[src/rtl/axis_dlm_pkg.sv]
// Shared types and helpers for the parametrised AXIS deadlock monitor.
package axis_dlm_pkg;

  // One-hot monitor FSM states.
  typedef enum logic [6:0] {
    ST_STARTUP     = 7'b0000001,
    ST_IDLE        = 7'b0000010,
    ST_ARM         = 7'b0000100,
    ST_COLLECT_DST = 7'b0001000,
    ST_COLLECT_SRC = 7'b0010000,
    ST_DONE        = 7'b0100000,
    ST_HOLD        = 7'b1000000
  } dlm_state_t;

  // Bits needed to hold values 0..max_val (never less than one bit).
  function automatic int cnt_width(input int max_val);
    return (max_val < 1) ? 1 : $clog2(max_val + 1);
  endfunction

endpackage

[src/rtl/axis_dlm_sat_counter.sv]
// Generic up-counter that sticks at all-ones; clear beats enable.
module axis_dlm_sat_counter #(
  parameter int W = 16
) (
  input  logic         clk,
  input  logic         rst,
  input  logic         clr,
  input  logic         en,
  output logic [W-1:0] count
);

  // Count enabled cycles, hold at the maximum, clear has priority.
  always_ff @(posedge clk or posedge rst) begin
    if (rst) begin
      count <= '0;
    end else if (clr) begin
      count <= '0;
    end else if (en && (count != {W{1'b1}})) begin
      count <= count + W'(1);
    end
  end

endmodule

[src/rtl/axis_deadlock_monitor_param.sv]
// Per-kernel deadlock monitor: declares deadlock after a run of blocked
// cycles and captures which ports were starved (dst) and blocking (src).
module axis_deadlock_monitor_param
  import axis_dlm_pkg::*;
#(
  parameter int NUM_AXIS       = 2,
  parameter int NUM_INST       = 1,
  parameter int STARTUP_CYCLES = 10,
  parameter int BLOCK_THRESH   = 2,
  parameter int CNT_W          = 16
) (
  input  logic                kernel_monitor_clock,
  input  logic                kernel_monitor_reset,
  input  logic [NUM_AXIS-1:0] axis_block_sigs,
  input  logic [NUM_AXIS-1:0] axis_is_out,
  input  logic [NUM_INST-1:0] inst_idle_sigs,
  input  logic [NUM_INST-1:0] inst_block_sigs,
  input  logic                clear,
  output logic                block,
  output logic                deadlock,
  output logic                rpt_valid,
  output logic [NUM_AXIS-1:0] rpt_dst,
  output logic [NUM_AXIS-1:0] rpt_src,
  output logic [CNT_W-1:0]    stall_cnt
);

  localparam int RUN_W = cnt_width(BLOCK_THRESH);
  localparam int SU_W  = cnt_width(STARTUP_CYCLES);
  localparam logic [RUN_W-1:0] RUN_LAST = RUN_W'(BLOCK_THRESH);
  localparam logic [SU_W-1:0]  SU_LAST  = SU_W'(STARTUP_CYCLES - 1);

  dlm_state_t           state_reg, state_next;
  logic [SU_W-1:0]      startup_cnt_reg, startup_cnt_next;
  logic [RUN_W-1:0]     run_cnt_reg, run_cnt_next, run_inc;
  logic                 block_reg;
  logic                 deadlock_reg, deadlock_next;
  logic                 rpt_valid_reg, rpt_valid_next;
  logic [NUM_AXIS-1:0]  rpt_dst_reg, rpt_dst_next;
  logic [NUM_AXIS-1:0]  rpt_src_reg, rpt_src_next;
  logic                 raw_block;

  // Direction is only meaningful to whoever decodes the report.
  logic unused_axis_is_out;
  assign unused_axis_is_out = ^axis_is_out;

  // Kernel counts as blocked only if something blocks and not everyone is idle.
  assign raw_block = ((|axis_block_sigs) | (|inst_block_sigs)) & ~(&inst_idle_sigs);

  // State and report registers; reset aborts everything immediately.
  always_ff @(posedge kernel_monitor_clock or posedge kernel_monitor_reset) begin
    if (kernel_monitor_reset) begin
      state_reg       <= ST_STARTUP;
      startup_cnt_reg <= '0;
      run_cnt_reg     <= '0;
      block_reg       <= 1'b0;
      deadlock_reg    <= 1'b0;
      rpt_valid_reg   <= 1'b0;
      rpt_dst_reg     <= '0;
      rpt_src_reg     <= '0;
    end else begin
      state_reg       <= state_next;
      startup_cnt_reg <= startup_cnt_next;
      run_cnt_reg     <= run_cnt_next;
      block_reg       <= raw_block;
      deadlock_reg    <= deadlock_next;
      rpt_valid_reg   <= rpt_valid_next;
      rpt_dst_reg     <= rpt_dst_next;
      rpt_src_reg     <= rpt_src_next;
    end
  end

  // Next-state logic; clear outside STARTUP overrides every state action.
  always_comb begin
    state_next       = state_reg;
    startup_cnt_next = startup_cnt_reg;
    run_cnt_next     = run_cnt_reg;
    deadlock_next    = deadlock_reg;
    rpt_valid_next   = 1'b0;
    rpt_dst_next     = rpt_dst_reg;
    rpt_src_next     = rpt_src_reg;
    run_inc          = run_cnt_reg + RUN_W'(1);

    if (clear && (state_reg != ST_STARTUP)) begin
      state_next    = ST_IDLE;
      run_cnt_next  = '0;
      deadlock_next = 1'b0;
      rpt_dst_next  = '0;
      rpt_src_next  = '0;
    end else begin
      unique case (state_reg)
        ST_STARTUP: begin
          if (startup_cnt_reg == SU_LAST) begin
            state_next = ST_IDLE;
          end else begin
            startup_cnt_next = startup_cnt_reg + SU_W'(1);
          end
        end
        ST_IDLE: begin
          if (block_reg) begin
            if (BLOCK_THRESH == 1) begin
              state_next = ST_COLLECT_DST;
            end else begin
              state_next   = ST_ARM;
              run_cnt_next = RUN_W'(1);
            end
          end
        end
        ST_ARM: begin
          if (!block_reg) begin
            state_next   = ST_IDLE;
            run_cnt_next = '0;
          end else if (run_inc == RUN_LAST) begin
            state_next   = ST_COLLECT_DST;
            run_cnt_next = '0;
          end else begin
            run_cnt_next = run_inc;
          end
        end
        ST_COLLECT_DST: begin
          rpt_dst_next = ~axis_block_sigs;
          state_next   = ST_COLLECT_SRC;
        end
        ST_COLLECT_SRC: begin
          rpt_src_next = axis_block_sigs;
          state_next   = ST_DONE;
        end
        ST_DONE: begin
          rpt_valid_next = 1'b1;
          deadlock_next  = 1'b1;
          state_next     = ST_HOLD;
        end
        ST_HOLD: begin
          state_next = ST_HOLD;
        end
        default: begin
          state_next = ST_IDLE;
        end
      endcase
    end
  end

  axis_dlm_sat_counter #(.W(CNT_W)) u_stall_cnt (
    .clk   (kernel_monitor_clock),
    .rst   (kernel_monitor_reset),
    .clr   (clear),
    .en    (block_reg),
    .count (stall_cnt)
  );

  assign block     = block_reg;
  assign deadlock  = deadlock_reg;
  assign rpt_valid = rpt_valid_reg;
  assign rpt_dst   = rpt_dst_reg;
  assign rpt_src   = rpt_src_reg;

endmodule

[config.mk]
export PLATFORM = sky130hd
export DESIGN_NAME = axis_deadlock_monitor_param
export DESIGN_NICKNAME = d
export VERILOG_FILES = /design/src/rtl/axis_dlm_pkg.sv /design/src/rtl/axis_dlm_sat_counter.sv /design/src/rtl/axis_deadlock_monitor_param.sv
export SDC_FILE = /design/constraint.sdc
export NUM_CORES = 1
export LEC_CHECK = 0
export CAP_MARGIN = 10
export CORE_MARGIN = 4
export CORE_UTILIZATION = 48
export CTS_BUF_LIST = sky130_fd_sc_hd__clkbuf_16
export CTS_CLUSTER_SIZE = 14
export DETAILED_ROUTE_END_ITERATION = 8
export PLACE_DENSITY = 0.76
export SLEW_MARGIN = 20
export SYNTH_ARGS = -nofsm -noshare
export SYNTH_HDL_FRONTEND = slang
export SYNTH_HIERARCHICAL = 1
export SYNTH_SLANG_ARGS = --single-unit
[constraint.sdc]
create_clock -name kernel_monitor_clock -period 2.1 [get_ports kernel_monitor_clock]
set_clock_uncertainty 0.15 [all_clocks]
set_input_delay 0.21 -clock kernel_monitor_clock [delete_from_list [all_inputs] [get_ports kernel_monitor_clock]]
set_output_delay 0.21 -clock kernel_monitor_clock [all_outputs]
set_load 0.03 [all_outputs]
# --- Word level (Yosys, flattened, before mapping) ---
# Index checks and enable logic that the tools add are counted.
totals:
  reg_bits: 36
  input_bits: 9
op_classes:
  n_addsub: 3
  n_eq_ne: 14
  mux: 21
  n_bitwise: 6
  reduce_logical: 12
op_table:
  columns: ["op", "count"]
  rows:
  - ["case mux 7 bit (6 select lines)", 1]
  - ["two-way mux 7 bit", 5]
  - ["two-way mux 16 bit", 2]
  - ["adder 16 x 1 -> 16 bit, second input constant", 1]
  - ["two-way mux 2 bit", 8]
  - ["inequality test 16 bit, second input constant", 1]
  - ["nonzero test 2 bit", 4]
  - ["equality test 7 x 1 -> 1 bit, second input constant", 1]
  - ["equality test 7 x 2 -> 1 bit, second input constant", 1]
  - ["equality test 7 x 3 -> 1 bit, second input constant", 1]
  - ["equality test 7 x 4 -> 1 bit, second input constant", 1]
  - ["equality test 7 x 5 -> 1 bit, second input constant", 1]
  - ["equality test 7 x 6 -> 1 bit, second input constant", 1]
  - ["equality test 7 bit, second input constant", 1]
  - ["inequality test 7 x 1 -> 1 bit, second input constant", 1]
  - ["inequality test 3 bit, second input constant", 2]
  - ["AND reduction 3 bit", 2]
  - ["adder 4 x 1 -> 4 bit, second input constant", 1]
  - ["equality test 4 bit, second input constant", 1]
  - ["two-way mux 1 bit", 4]
  - ["inequality test 4 bit, second input constant", 1]
  - ["case mux 2 bit (2 select lines)", 1]
  - ["OR reduction 2 bit", 2]
  - ["inverter 1 bit", 3]
  - ["8 further kinds", 9]

# --- Longest topological paths before layout ---
# Gate-level depths: netlist of the first run.
depth:
  word_depth: 6
  depth_mapped: 7
  depth_no_buf: 6

# --- Cells and area by module ---
# Netlist of the first run, hierarchy kept.
modules_own_cells:
  columns: ["module", "n_inst", "cells_each", "area_each_um2", "seq_area_each_um2"]
  rows:
  - ["axis_deadlock_monitor_param", 1, 98, 998.5, 501.7]
  - ["axis_dlm_sat_counter", 1, 101, 932.1, 400.4]

# --- Worst setup path after synthesis of the first run ---
# No wires, ideal clock.
synth_timing:
  path_type: "register -> register"
  start: "register block_reg, in the netlist block"
  end: "register u_stall_cnt.count[13]"
  setup_ns: 0.078
  arrival_time_ns: 1.952
  required_ns: 1.872
  setup_slack_ns: -0.080
  path_stages_with_launch: 6
  synth_period_minus_slack_ns: 2.180
  path_cell_list: "dfrtp_1 > clkbuf_2 > nand3_1 > or4_4 > or4_1 > a21oi_1"
synth_between:
  elab_chain_cells: 2
synth_rtl:
  columns: ["element", "line", "source"]
  rows:
  - ["start, declared", "axis_deadlock_monitor_param.sv:35", "logic block_reg;"]
  - ["start signal, assigned", "axis_deadlock_monitor_param.sv:64", "block_reg <= raw_block;"]
  - ["logical AND 1 bit", "axis_dlm_sat_counter.sv:18", "end else if (en && (count != {W{1'b1}})) begin"]
  - ["nonzero test 2 bit (no line)", null, null]
  - ["end signal, assigned", "axis_dlm_sat_counter.sv:19", "count <= count + W'(1);"]
  - ["end, declared", "axis_dlm_sat_counter.sv:9", "output logic [W-1:0] count"]
# No other way between the ends.
# A chain may end at the register's enable or synchronous reset.

# --- Worst setup path in the final report of the first run ---
layout_timing:
  start: "register u_stall_cnt.count[4]"
  end: "register u_stall_cnt.count[13]"
layout_between:
  elab_chain_cells: 3
  word_cells_on_any_way: 6
layout_rtl:
  columns: ["element", "line"]
  rows:
  - ["adder 16 x 1 -> 16 bit or inequality test 16 bit (tied branches)", "axis_dlm_sat_counter.sv:19, axis_dlm_sat_counter.sv:18"]
  - ["two-way mux 16 bit or logical AND 1 bit (tied branches)", "axis_dlm_sat_counter.sv:18"]
  - ["two-way mux 16 bit or nonzero test 2 bit (tied branches)", null]
# Parallel ways exist; a longest one is shown, timed or not. The select of a mux whose other input is x is not followed.

==> flow_summary_export.csv, run 1 <==
group,metric,value,unit
global_route,grt_use_total,0.1805,
critical_path,path_max_fanout,6,
synth,ys_ff_latch,36,
sta,fmax,0.4994,GHz
drt,vias,1679,
final_layout,n_fill_cell,317,
floorplan,io_pins,32,
synth,yosysSeqAreaShare,0.4673,
synth,synth_edf_count,0,
sta,slew_viol_final,0,
drt,antenna_left,0,
floorplan,core-area,0.003771,mm²
drt,wl_per_cell,14.80,µm
synth,syn-num-nets,211,
global_route,grt_max_degree,21,
pwr,pwr-share-comb,0.080,
critical_path,cpPeakStageDelay,0.56,ns
critical_path,cp_num_buf_inv,0,
cts,clkTransAtPathRegs,0.06,ns
floorplan,start_util,0.5119,
critical_path,cp_data_arrival_time,2.05,ns
drt,remaining_drc_errors,0,
critical_path,cp-start-kind,"register",
pwr,p_sw,0.3516,mW
sta,setup_viol_count_final,0,
final_layout,largest_reg_flops,16,
synth,netlist_area,0.001931,mm²
placed_design,io_buffers,29,
critical_path,cp.required,2.14,ns
cts,clock_path_buffers,2,
cts,clk-insertion-delay-late,0.28,ns
final_layout,drive_gt1_frac,0.1387,
placed_design,gp_congestion,0.8537,
final_layout,diodes,0,
pwr,p_leak,1.005,nW
sta,whs,0.1413,ns
sta,rsz0062_at_grt,"no",
floorplan,die_height,71.42,µm
global_route,grt_pass1_wl,7.362,mm
drt,wl,4.233,mm
critical_path,critPathTopFamily,"simple AND/OR/NAND/NOR gates",
sta,period_share,0.9536,
sta,worst_pin_slew,0.6193,ns
synth,synth_common_cells,"35 x dfrtp_1, 17 x nor2_1, 16 x a21oi_1",
synth,netlist_instances,199,
global_route,antenna_found_initial,0,
drt,vias_per_cell,5.871,
cts,h-tree-depth,2,
synth,synth-async-reset-ratio,1.000,
cts,cts_tree,"built",
run_status,status,"finished, final reports clean",
drt,drt-initial-drc-count,97,
pwr,sequentialPowerShare,0.474,
sta,finalHoldViolCount,0,
cts,root_buffer,"clkbuf_16",
critical_path,cp-end-kind,"register",
cts,cts.sinks,36,
pwr,power_frac_clock,0.446,
sta,timing.setup.tns,0,ns
synth,synth_top_area_frac,0.4537,
floorplan,die_w,71.42,µm
global_route,grt_overflow,0,
placed_design,place_hpwl,3.072,mm
synth,ys_types,46,
pwr,intPower,1.188,mW
critical_path,path_class,"register to register",
synth,ys_top_cells_by_area,"dfrtp_1 45%, a21oi_1 4.1%, nor2_1 3.3%",
floorplan,placementRows,22,
global_route,grt_pass1_vias,1645,
final_layout,syn2layout_area_growth,26.51,%
job,maxCapViolations,0,
synth,synth-main-ff-cell,"dfrtp_1",
pwr,ir_drop,0.5216,mV
synth,yosys_warnings,6,
drt,dr.pass1.iters,5,
synth,synth.largest_area_cell,"dfrtp_1",
synth,synth.avg_cell_area,9.702,µm²
pwr,swShare,0.2283,
sta,period_needed,2.003,ns
cts,numCtsBuffers,5,
cts,postCtsHoldBufs,0,
sta,relSlewSlack,0.5867,
floorplan,die-area,0.005101,mm²
pwr,cellPowerDensity,630.5,mW/mm²
final_layout,nNetsFinal,249,
hold_path,worstHoldPathType,"primary input to async pin",
critical_path,worstPathCellList,"nand4_1 > or4_4 > or4_1 > a21oi_1",
synth,synth.most_common_cell,"dfrtp_1",
critical_path,slowest_stage,"or4_4",
-- cells in the final DEF, fill, tap and decap left out, types with 2 or more instances in the layout --
cell type,instances
dfrtp_2,5
a31oi_1,3
a21oi_1,16
ha_1,2
o41ai_1,2
nor2_1,17
or4_1,6
clkdlybuf4s50_1,29
mux2i_1,4
nand4_1,6
o211ai_1,2
nor2b_1,6
inv_1,9
dfrtp_1,30
xnor2_1,2
nand2_1,15
mux2_2,2
xor2_1,2
buf_4,9
clkbuf_16,5
nor3_1,7
o31ai_1,5
nand3_1,11
o21ai_0,8
nand2b_1,4
or3_1,6
nor4_1,4
-- stage by stage --
step / instance area, µm² / std cells / util / power, mW / setup WS (ns)
after floorplan: 1941 / 199 / - / 0.8194 / 0.001995
after global placement: 2292 / 277 / 0.6078 / 0.8609 / 0.1317
after detailed placement: 2292 / 277 / 0.6078 / 0.8634 / 0.07726
after CTS: 2430 / 285 / 0.6443 / 1.561 / 0.06034
after global routing: 2442 / 286 / 0.6476 / 1.611 / 0.009076
final: 2442 / 286 / 0.6476 / 1.540 / 0.09749
-- routing by layer --
layer | global-route usage | share of wire | vias to the layer above
met4 | 0.07724 | 0.013 | 0
li1 | - | - | 806
met5 | 0 | 0 | -
met1 | 0.2154 | 0.41 | 829
met3 | 0.03927 | 0.047 | 4
met2 | 0.3122 | 0.53 | 40
-- kinds of logic after synthesis --
kind of cell	count (synthesis)	share of synthesized area
buf+inv	14	0.04407
xor+xnor	4	0.01815
mux	6	0.03240
fa+ha+maj	3	0.01944
flops	36	0.4673
compound gates	39	0.1218
simple gates	97	0.2968
-- power by group through the flow --
stage	combinational [mW]	sequential [mW]	clock, mW
floorplan	0.0776	0.742	0
global placement	0.122	0.739	0
detailed placement	0.123	0.741	0
CTS	0.124	0.729	0.709
global route	0.134	0.731	0.746
finish	0.123	0.729	0.688
-- path summary, 6_finish.rpt --
| path | start | endpoint | slack (ns) | cells after the start |
|---|---|---|---|---|
| worst max-delay path | u_stall_cnt/count[4] | u_stall_cnt/count[13] | 0.1 | 4 |
| worst min-delay path | kernel_monitor_reset | startup_cnt_reg[3] | 0.14 | 3 |
| worst max register to register | u_stall_cnt/count[4] | u_stall_cnt/count[13] | 0.1 | 4 |
| worst min register to register | startup_cnt_reg[3] | startup_cnt_reg[3] | 0.32 | 1 |
| max in group asynchronous | kernel_monitor_reset | u_stall_cnt/count[1] | 1.17 | 2 |
| min in group kernel_monitor_clock | startup_cnt_reg[3] | startup_cnt_reg[3] | 0.32 | 1 |
-- timing repair --
action                                  in CTS  in global routing
resized for setup                            0                  3
buffers inserted                             0                  1
endpoints found under the setup margin       0                  3
-- cell type report --
type / instances / area (µm²) / share of cell area
Timing Repair Buffer: 38 / 357.8 / 0.1465
Inverter: 7 / 26.28 / 0.01076
Clock inverter: 3 / 12.51 / 0.005123
Sequential cell: 36 / 908.4 / 0.3719
Multi-Input combinational cell: 149 / 952.2 / 0.3899
Clock buffer: 5 / 125.1 / 0.05123
Tap cell: 48 / 60.06 / 0.02459
-- worst reg2reg max path, cell delays in order, from the launching register on --
cell and delay, ns:
dfrtp_1 0.42, nand4_1 0.22, or4_4 0.56, or4_1 0.41, a21oi_1 0.16
Note: power is estimated with default switching activity, not from simulation.
==> inputs of run 2 (changes only) <==
Settings changed: CORE_UTILIZATION 48 to 47, PLACE_DENSITY 0.76 to 0.75, SYNTH_HIERARCHICAL 1 to unset.
==> run 2 against run 1 <==
  * Synthesized cell count down 6.5%
  * Sequential cell count unchanged
  * Worst hold slack better by 0.056 ns
  * Count of clock-buffer cells in the layout unchanged
  * Register-to-register slack better by 0.06 ns
  * Final cell count down 3.5%
==> flow_summary_export.csv, run 2 <==
group,metric,value,unit
global_route,met3_usage,0.04317,
hold_path,worstHoldPathType,"primary input to async pin",
final_layout,final_cell_mix,"35 x dfrtp_1, 29 x clkdlybuf4s50_1, 17 x nor2_1, 15 x nand2_1, 15 x a21oi_1",
sta,relSlewSlack,0.5614,
global_route,grt_util_met2,0.3087,
pwr,power_frac_clock,0.449,
synth,netlist_instances,186,
pwr,cellPowerDensity,649.9,mW/mm²
final_layout,drive_gt1_frac,0.1140,
sta,rsz0062_at_grt,"no",
sta,fmax,0.5138,GHz
final_layout,syn2layout_area_growth,29.62,%
drt,antenna_left,0,
synth,synth_edf_count,0,
global_route,gr-usage-met1,0.2284,
sta,timing.setup.tns,0,ns
drt,vias,1625,
sta,finalHoldViolCount,0,
pwr,intPower,1.187,mW
cts,h-tree-depth,2,
synth,synth.largest_area_cell,"dfrtp_1",
cts,cts_resized,0,
sta,period_needed,1.946,ns
drt,wl_per_cell,15.55,µm
critical_path,cp-start-kind,"register",
cts,clk-insertion-delay-late,0.28,ns
final_layout,layout_commonest_cell,"dfrtp_1",
drt,vias_per_cell,5.888,
synth,syn-num-nets,198,
cts,clock_path_buffers,2,
synth,ys_top_cells_by_area,"dfrtp_1 48%, a21oi_1 4.1%, nor2_1 3.5%",
floorplan,core-area,0.003716,mm²
global_route,antenna_found_initial,0,
critical_path,path_class,"register to register",
final_layout,multi_input_area,873.3,µm²
pwr,p_sw,0.3542,mW
global_route,busiest_layer,"met2",
sta,slew_viol_final,0,
placed_design,place_hpwl,2.997,mm
pwr,pwr-share-comb,0.082,
global_route,grt_max_degree,37,
critical_path,cp-end-kind,"register",
global_route,grt_use_total,0.1824,
final_layout,regArea,902.1,µm²
cts,postCtsHoldBufs,0,
synth,synth.most_common_cell,"dfrtp_1",
placed_design,place_area,0.002232,mm²
critical_path,path_max_fanout,4,
job,maxCapViolations,0,
drt,dr.pass1.iters,8,
synth,synth-main-ff-cell,"dfrtp_1",
sta,worst_pin_slew,0.6487,ns
pwr,sequentialPowerShare,0.469,
floorplan,die_height,70.39,µm
sta,period_share,0.9268,
drt,drt-initial-drc-count,116,
final_layout,largest_reg_flops,16,
synth,ys_types,48,
cts,root_buffer,"clkbuf_16",
placed_design,gp_congestion,0.8840,
drt,wl,4.292,mm
synth,synth_common_cells,"35 x dfrtp_1, 17 x nor2_1, 15 x a21oi_1, 15 x nand2_1, 9 x inv_1",
cts,numCtsBuffers,5,
cts,clkTransAtPathRegs,0.05,ns
placed_design,io_buffers,29,
synth,synth-async-reset-ratio,1.000,
run_status,status,"finished, final reports clean",
synth,netlist_area,0.001829,mm²
floorplan,io_pins,32,
drt,remaining_drc_errors,0,
final_layout,nNetsFinal,239,
synth,ys_ff_latch,36,
floorplan,die-area,0.004954,mm²
floorplan,start_util,0.4923,
critical_path,cp_data_arrival_time,2.00,ns
global_route,grt_pass1_vias,1545,
final_layout,n_fill_cell,319,
synth,synth.avg_cell_area,9.835,µm²
global_route,grt_pass1_wl,7.327,mm
cts,cts_tree,"built",
final_layout,fin_util,0.6380,
pwr,ir_drop,0.4439,mV
pwr,p_leak,0.9813,nW
synth,synth_top_area_frac,0.4788,
synth,yosys_warnings,0,
cts,cts.sinks,36,
final_layout,diodes,0,
floorplan,placementRows,22,
floorplan,die_w,70.39,µm
pwr,swShare,0.2299,
synth,yosysSeqAreaShare,0.4932,
final_layout,post-route-cell-area,0.002371,mm²
critical_path,cp.required,2.15,ns
cts,postCtsSetupBuffers,0,
global_route,grt_overflow,0,
sta,setup_viol_count_final,0,
==> run 2: changes by cell type in the layout (fill, tap and decap cells not counted), moves of 3 or more <==
cell,previous run,this run
dfrtp_1,30,35
a211oi_1,0,3
o31ai_1,5,2
nor2b_1,6,1
or4_1,6,2
nand3_1,11,7
dfrtp_2,5,0
==> run 2: layout make-up <==
class                           instances  share of cell area
Clock inverter                          3            0.004749
Tap cell                               48             0.02533
Multi-Input combinational cell        136              0.3683
Timing Repair Buffer                   39              0.1541
Clock buffer                            5             0.05277
Sequential cell                        36              0.3805
Inverter                                9             0.01425
==> run 2: power groups by stage <==
stage	combinational (mW)	clock [mW]	sequential (mW)
after floorplan	0.0677	0	0.740
after global placement	0.122	0	0.733
after detailed placement	0.126	0	0.734
after CTS	0.128	0.703	0.722
after global routing	0.141	0.733	0.725
final	0.127	0.691	0.723
==> run 2: worst max-delay path, cell delays in order (launching register included) <==
cell and delay [ns]:
dfrtp_1 0.39, ha_2 0.24, nand4_2 0.15, a2111o_1 0.48, or3_1 0.32, a21oi_1 0.15
==> run 2: metal layers <==
metal,wire length (µm),share of wire
met1,1762,0.41
met2,2224,0.52
met3,246,0.057
met4,59,0.014
met5,0,0
==> run 2: final timing paths <==
kind                                         startpoint               endpoint  slack [ns]  cells after the start
min in group kernel_monitor_clock    startup_cnt_reg[3]     startup_cnt_reg[3]        0.33                      1
worst max-delay path               u_stall_cnt.count[0]  u_stall_cnt.count[14]        0.15                      5
max in group asynchronous          kernel_monitor_reset           state_reg[0]        1.26                      3
worst min-delay path               kernel_monitor_reset   u_stall_cnt.count[5]        0.20                      3
worst max register to register     u_stall_cnt.count[0]  u_stall_cnt.count[14]        0.15                      5
worst min register to register       startup_cnt_reg[3]     startup_cnt_reg[3]        0.33                      1
==> run 2: kinds of logic after synthesis <==
| kind of cell | Yosys count | synth area share |
|---|---|---|
| flops | 36 | 0.4932 |
| mux | 3 | 0.01710 |
| xor+xnor | 7 | 0.03352 |
| simple gates | 80 | 0.2462 |
| fa+ha+maj | 3 | 0.02052 |
| buf+inv | 14 | 0.03077 |
| compound gates | 43 | 0.1587 |
==> run 2: per-stage QoR <==
step	hold WS [ns]	setup WS (ns)	cells	total power, mW
floorplan	0.1264	0.09977	186	0.8080
global placement	0.3151	0.2111	268	0.8553
detailed placement	0.3199	0.1419	268	0.8609
CTS	0.2181	0.09165	276	1.553
global route	0.2567	0.03331	276	1.599
finish	0.1977	0.1537	276	1.541
==> inputs of run 3 (changes only) <==
Settings changed: RECOVER_POWER set to 100.
==> run 3 against run 2 <==
  * Total power decreased by 0.39%
  * Core utilization decreased by 0.71 points
  * Design area decreased by 1.1%
  * Sequential power about the same
  * Highest routed layer unchanged
  * Critical path type is now register to output pin
  * Clock power about the same
  * Sequential cell count unchanged
  * Largest cell class unchanged
==> flow_summary_export.csv, run 3 (synthesis results as in run 2) <==
group,metric,value,unit
critical_path,cp-start-kind,"register",
placed_design,gp_congestion,0.8840,
final_layout,largest_reg_flops,16,
critical_path,path_class,"register to output pin",
pwr,cellPowerDensity,654.6,mW/mm²
pwr,p_leak,1.044,nW
final_layout,fin_util,0.6310,
floorplan,start_util,0.4923,
critical_path,path_max_fanout,5,
drt,topRoutingLayerUsed,"met4",
drt,remaining_drc_errors,0,
sta,timing.final.ws_setup,0.08951,ns
hold_path,worstHoldPathType,"register to register",
cts,h-tree-depth,2,
sta,setup_viol_count_final,0,
critical_path,cp-end-kind,"output pin",
floorplan,core-area,0.003716,mm²
critical_path,worstSetupStartpoint,"block",
floorplan,io_pins,32,
placed_design,place_area,0.002232,mm²
drt,vias,1629,
final_layout,drive_gt1_frac,0.09211,
sta,period_needed,2.010,ns
global_route,grt_use_total,0.1824,
global_route,grt_pass1_wl,7.327,mm
floorplan,placementRows,22,
floorplan,die-area,0.004954,mm²
global_route,grt_overflow,0,
final_layout,syn2layout_area_growth,28.18,%
critical_path,cp.required,1.74,ns
critical_path,slowest_stage,"dlygate4sd3_1",
critical_path,r2r_start,"u_stall_cnt.count[0]",
sta,fmax,0.4974,GHz
final_layout,diodes,0,
drt,wl_met3,243,µm
floorplan,die_w,70.39,µm
final_layout,fin_cells,276,
pwr,ir_drop,0.4452,mV
global_route,grt_pass1_vias,1545,
drt,antenna_left,0,
global_route,antenna_found_initial,0,
final_layout,post-route-cell-area,0.002345,mm²
critical_path,worstPathCellList,"buf_4 > dlygate4sd3_1",
drt,wl,4.287,mm
sta,whs,0.3265,ns
critical_path,cp_num_buf_inv,2,
cts,cts_resized,0,
cts,postCtsSetupBuffers,0,
floorplan,die_height,70.39,µm
hold_path,min-delay-start,"startup_cnt_reg[3]",
placed_design,dp.cells,268,
critical_path,cpPeakStageDelay,0.75,ns
final_layout,nNetsFinal,239,
sta,period_share,0.9574,
sta,finalHoldViolCount,0,
sta,timing.setup.tns,0,ns
critical_path,cp_data_arrival_time,1.65,ns
cts,cts_tree,"built",
pwr,finalPower,1.535,mW
sta,slew_viol_final,0,
placed_design,place_hpwl,2.997,mm
cts,clock_path_buffers,2,
drt,dr.pass1.iters,5,
sta,worst_pin_slew,0.8730,ns
final_layout,final_cell_mix,"35 x dfrtp_1, 25 x dlygate4sd3_1, 17 x nor2_1, 15 x nand2_1, 15 x a21oi_1",
sta,relSlewSlack,0.4180,
placed_design,io_buffers,29,
drt,wl_per_cell,15.53,µm
drt,vias_per_cell,5.902,
drt,m1WireLength,1.782,mm
job,maxCapViolations,0,
cts,postCtsHoldBufs,0,
cts,cts.sinks,36,
global_route,grt_max_degree,37,
critical_path,critPathTopFamily,"buffers and inverters",
cts,numCtsBuffers,5,
sta,rsz0062_at_grt,"no",
placed_design,place_ws,0.1419,ns
cts,clk-insertion-delay-late,0.27,ns
drt,wl_met2,2.212,mm
cts,clkTransAtPathRegs,0.05,ns
drt,drt-initial-drc-count,93,
run_status,status,"finished, final reports clean",
cts,root_buffer,"clkbuf_16",
final_layout,layout_commonest_cell,"dfrtp_1",
run 3: cell types whose count changed in the layout (fill, tap and decap cells not counted), sizes merged:
cell | previous run | this run
clkdlybuf4s50 | 29 | 4
dlygate4sd3 | 0 | 25
buf | 10 | 4
clkbuf | 5 | 11
run 3: final cells by class:
type	instances	area, µm²
Clock buffer	5	125.1
Clock inverter	3	11.26
Fill cell	324	1371
Inverter	9	33.78
Multi-Input combinational cell	136	867.1
Sequential cell	36	902.1
Tap cell	48	60.06
Timing Repair Buffer	39	345.3
run 3: power by group:
group / total [mW] / switching, mW / internal [mW]
logic: 0.120 / 0.0720 / 0.0483
clock network: 0.692 / 0.265 / 0.426
registers: 0.723 / 0.0170 / 0.706
run 3: path summary, 6_finish.rpt:
path                       cells past startpoint               endpoint  slack (ns)
min in group asynchronous                      3   u_stall_cnt.count[5]        0.50
max                                            2                  block        0.09
max reg2reg                                    6   u_stall_cnt.count[5]        0.16
max in group asynchronous                      3  u_stall_cnt.count[12]        0.76
min                                            1     startup_cnt_reg[3]        0.33
min reg2reg                                    1     startup_cnt_reg[3]        0.33
run 3: metal layers:
metal  vias to the layer above  global-route usage
met5                         -                   0
met4                         0             0.05745
met3                         4             0.04317
met2                        59              0.3087
met1                       796              0.2284
li1                        770                   -
